[src/rtl/chk_reg_table.sv]
// Register-indexed table: one synchronous write port, one combinational read.
module chk_reg_table #(
  parameter int NUM = 32,
  parameter int W   = 33,
  parameter int AW  = 5
) (
  input  logic          clock,
  input  logic          reset,
  input  logic          clr,
  input  logic          wr_en,
  input  logic [AW-1:0] wr_addr,
  input  logic [W-1:0]  wr_data,
  input  logic [AW-1:0] rd_addr,
  output logic [W-1:0]  rd_data
);

  logic [W-1:0] mem [NUM];

  always_ff @(posedge clock or negedge reset) begin
    if (!reset) begin
      for (int i = 0; i < NUM; i++) mem[i] <= '0;
    end else if (clr) begin
      for (int i = 0; i < NUM; i++) mem[i] <= '0;
    end else if (wr_en) begin
      mem[wr_addr] <= wr_data;
    end
  end

  assign rd_data = mem[rd_addr];

endmodule

[config.mk]
export PLATFORM = sky130hd
export DESIGN_NAME = chk_reg_table
export DESIGN_NICKNAME = d
export VERILOG_FILES = /design/src/rtl/chk_reg_table.sv
export SDC_FILE = /design/constraint.sdc
export NUM_CORES = 1
export LEC_CHECK = 0
export ABC_CLOCK_PERIOD_IN_PS = 2200
export CAP_MARGIN = 10
export CORE_ASPECT_RATIO = 2
export CORE_MARGIN = 2
export CORE_UTILIZATION = 50
export CTS_BUF_LIST = sky130_fd_sc_hd__clkbuf_4
export DETAILED_ROUTE_END_ITERATION = 12
export HOLD_SLACK_MARGIN = 0.12
export PLACE_DENSITY = 0.66
export SKIP_LAST_GASP = 1
export SYNTH_ARGS = -nofsm -noshare
export SYNTH_HDL_FRONTEND = slang
export SYNTH_SLANG_ARGS = --single-unit
[constraint.sdc]
create_clock -name clock -period 2.2 [get_ports clock]
set_input_delay 0.44 -clock clock [delete_from_list [all_inputs] [get_ports clock]]
set_output_delay 0.44 -clock clock [all_outputs]
set_load 0.05 [all_outputs]
==> impl_metrics.env <==
export IMPL_status="finished, violations left"
export IMPL_violated_checks="setup timing"
export IMPL_biggestRegsByFlops="mem x1056"
export IMPL_yosysSeqAreaShare_pct=52.0
export IMPL_via_count=47000
export IMPL_setup_worst_path_start_class="flip-flop"
export IMPL_numCtsBuffers=230
export IMPL_p_leak_nw=27.1
export IMPL_pin_count=80
export IMPL_area_of_the_die_mm2=0.104
export IMPL_setup_worst_path_class="flip-flop to primary output"
export IMPL_final_instance_count_excl_fill=7840
export IMPL_clock_latency_reported_for_the_late_side_of_the_worst_skew_pair_ps=1210
export IMPL_tritoncts="yes"
export IMPL_timing_final_hold_violations=0
export IMPL_largest_register="mem"
export IMPL_synth_distinct_cells=29
export IMPL_placementRows=165
export IMPL_cts_root_buffer="sky130_fd_sc_hd__clkbuf_4"
export IMPL_reg2reg_slack_ps=990
export IMPL_grt_pass1_vias=48300
export IMPL_power_density_cell_area_mw_per_mm2=634
export IMPL_avgRoutedWirePerCell_um=24.6
export IMPL_ys_ff_latch=1056
export IMPL_finalPower_mw=39.7
export IMPL_dp_cells=7358
export IMPL_synth_commonest_cells="sky130_fd_sc_hd__nand2_1 (2247), sky130_fd_sc_hd__a21oi_1 (1155), sky130_fd_sc_hd__dfrtp_1 (1056)"
export IMPL_final_critical_path_setup_slack_ps=-1060
export IMPL_yosys_top_cells_area="sky130_fd_sc_hd__dfrtp_1 (52%), sky130_fd_sc_hd__nand2_1 (17%), sky130_fd_sc_hd__a21oi_1 (11%), sky130_fd_sc_hd__mux2i_1 (10%), sky130_fd_sc_hd__clkbuf_1 (2.8%)"
export IMPL_yosys_most_used_dff="sky130_fd_sc_hd__dfrtp_1"
export IMPL_die_x_um=229
export IMPL_fp_dieH_um=455
export IMPL_cts_num_sinks=1056
export IMPL_final_layout_size_suffix_gt1_share_pct=17.6
export IMPL_yosys_warnings=0
export IMPL_ctsHtreeMaxLevel=4
export IMPL_rsz0062_at_grt="true"
export IMPL_setup_viol_count_final=33
export IMPL_max_slew_margin_pct=55.4
export IMPL_r2r_cells=3
export IMPL_fin_skew_ps=0
export IMPL_synth_cell_area_mm2=0.0508
export IMPL_max_freq_mhz=307
export IMPL_start_util_pct=50.3
export IMPL_syn2layout_area_growth_pct=23.1
export IMPL_synth_top_cell_by_area="sky130_fd_sc_hd__dfrtp_1"
export IMPL_worstMarginPinSlew_ps=669
export IMPL_cts_max_path_buffers=3
export IMPL_post_route_period_util_pct=148
export IMPL_core_area_mm2=0.101
export IMPL_synth_edff_count=0
export IMPL_grt_overflow=0
export IMPL_hold_class="primary input to flip-flop"
export IMPL_synthCells=5928
export IMPL_yosys_area_top_type_share_pct=52.0
export IMPL_hp_start="clr"
export IMPL_post_synth_top_count_cell="sky130_fd_sc_hd__nand2_1"
export IMPL_drt_pass1_iterations=9
export IMPL_crit_fanout=2
export IMPL_synthesis_nets=5975
export IMPL_cts_reportedPaths_clkPinSlew_ps=70
export IMPL_port_buffers=79
export IMPL_worst_r2r_startpoint="mem[142]$_DFFE_PN0P_"
export IMPL_largest_register_ffs=1056
export IMPL_place_gp_congestion=0.940
export IMPL_whs_endpoint="mem[208]$_DFFE_PN0P_"
export IMPL_wirelength_mm=193
export IMPL_grt_util_all_layers_pct=37.2
export IMPL_slew_viol_final=0
export IMPL_vdd_drop_max_v=0.000591
export IMPL_worstReg2RegEnd="mem[142]$_DFFE_PN0P_"
export IMPL_grt_start_max_net_pins=102
export IMPL_post_drt_via_cell_ratio=6.00
export IMPL_ant_nets=0
export IMPL_synth_area_per_cell_um2=8.57
export IMPL_timing_max_cap_violations=0
export IMPL_drt_first_iter_violations=4432
export IMPL_min_period_ps=3260
export IMPL_endpoint_kind="primary output"
export IMPL_antenna_found_initial=4
export IMPL_cp_arrival_ps=2820
export IMPL_drc_errors=0
export IMPL_place_hpwl_mm=131
export IMPL_hold_path_cell_count=3
export IMPL_nets=6362
export IMPL_n_fill_cell=8637
export IMPL_fraction_of_registers_with_async_set_or_reset_after_synthesis_pct=100
export IMPL_grt_first_pass_wirelength_mm=290
export IMPL_required_ps=1760
## cells in the final DEF, fill, tap and decap left out, drive strengths merged, types with 6 or more instances in the layout
cell / count
nand2: 2247
a21oi: 1155
dfrtp: 1056
buf: 622
mux2i: 528
clkbuf: 350
nand3: 101
a22oi: 99
a22o: 66
clkinv: 52
clkdlybuf4s50: 43
dlygate4sd3: 39
nor2: 36
nor3: 34
a31oi: 33
diode: 10
clkinvlp: 6
## area by class of cell
class                      instances  area, um2  share of cell area, %
antenna                           10       25.0                 0.0400
multi-input combinational       4323      23100                   37.0
sequential                      1056      26400                   42.3
timing repair buffer             704       8370                   13.4
clock buffer                     350       2630                   4.20
tap                             1336       1670                   2.67
clock inverter                    61        297                  0.474
## how the worst max path moves through the flow
stage	from	slack (ps)	endpoint
4_1_cts	mem[887]$_DFFE_PN0P_	-1130	rd_data[29]
6_report	mem[1008]$_DFFE_PN0P_	-1060	rd_data[18]
3_3_place_gp	rd_addr[0]	-1100	rd_data[26]
2_1_floorplan	rd_addr[1]	-40	rd_data[26]
5_1_grt	mem[810]$_DFFE_PN0P_	-1130	rd_data[18]
3_5_place_dp	rd_addr[0]	-1080	rd_data[26]
## critical path: stages, from the launching register on
cell                      delay (ps)
sky130_fd_sc_hd__dfrtp_1         380
sky130_fd_sc_hd__mux2i_1         170
sky130_fd_sc_hd__buf_4           150
sky130_fd_sc_hd__a22o_1          120
sky130_fd_sc_hd__nor3_1           50
sky130_fd_sc_hd__a31oi_1         230
sky130_fd_sc_hd__buf_4           170
sky130_fd_sc_hd__nand3_4         100
sky130_fd_sc_hd__buf_12          190
## logic make-up (layout without fill, tap and decap cells)
kind of cell	after synthesis	in the layout	synth area share (%)
muxes	528	528	10.4
other	0	10	0
AOI/OAI and AO/OA	1353	1353	14.4
DFF	1056	1056	52.0
buffers and inverters	549	1115	4.49
and+or+nand+nor	2442	2442	18.7
## per-layer routing
layer | global-route usage (%) | vias to the layer above | routed length (um)
met3 | 6.96 | 1046 | 14500
met5 | 0 | - | 17
met4 | 32.9 | 2 | 19900
met1 | 39.2 | 22900 | 62800
met2 | 63.5 | 2463 | 95500
li1 | - | 20600 | -
## where the power goes
part | leakage, nW | internal (mW) | switching (mW)
Combinational | 10.6 | 1.71 | 3.01
Clock | 1.74 | 7.34 | 7.99
Sequential | 14.7 | 19.5 | 0.0736
## timing repair
item,4_1_cts,5_1_grt
endpoints found under the hold margin,2112,0
setup endpoints to repair,33,33
cloned,0,0
buffers inserted,6,17
pin swaps,31,31
resized for setup,73,36
hold buffers,40,0
## metrics by stage
stage / hold slack, ps / setup WS (ps) / util (%) / setup TNS (ps) / instance area, um2
floorplan: 144 / -41.8 / - / -1320 / 51300
global placement: 410 / -1100 / 58.0 / -106760 / 58500
detailed placement: 408 / -1080 / 58.0 / -135370 / 58500
CTS: 127 / -1130 / 61.6 / -31960 / 62200
global route: 142 / -1130 / 61.9 / -33620 / 62500
finish: 177 / -1060 / 62.0 / -30640 / 62500
(Power assumes the default switching activity.)
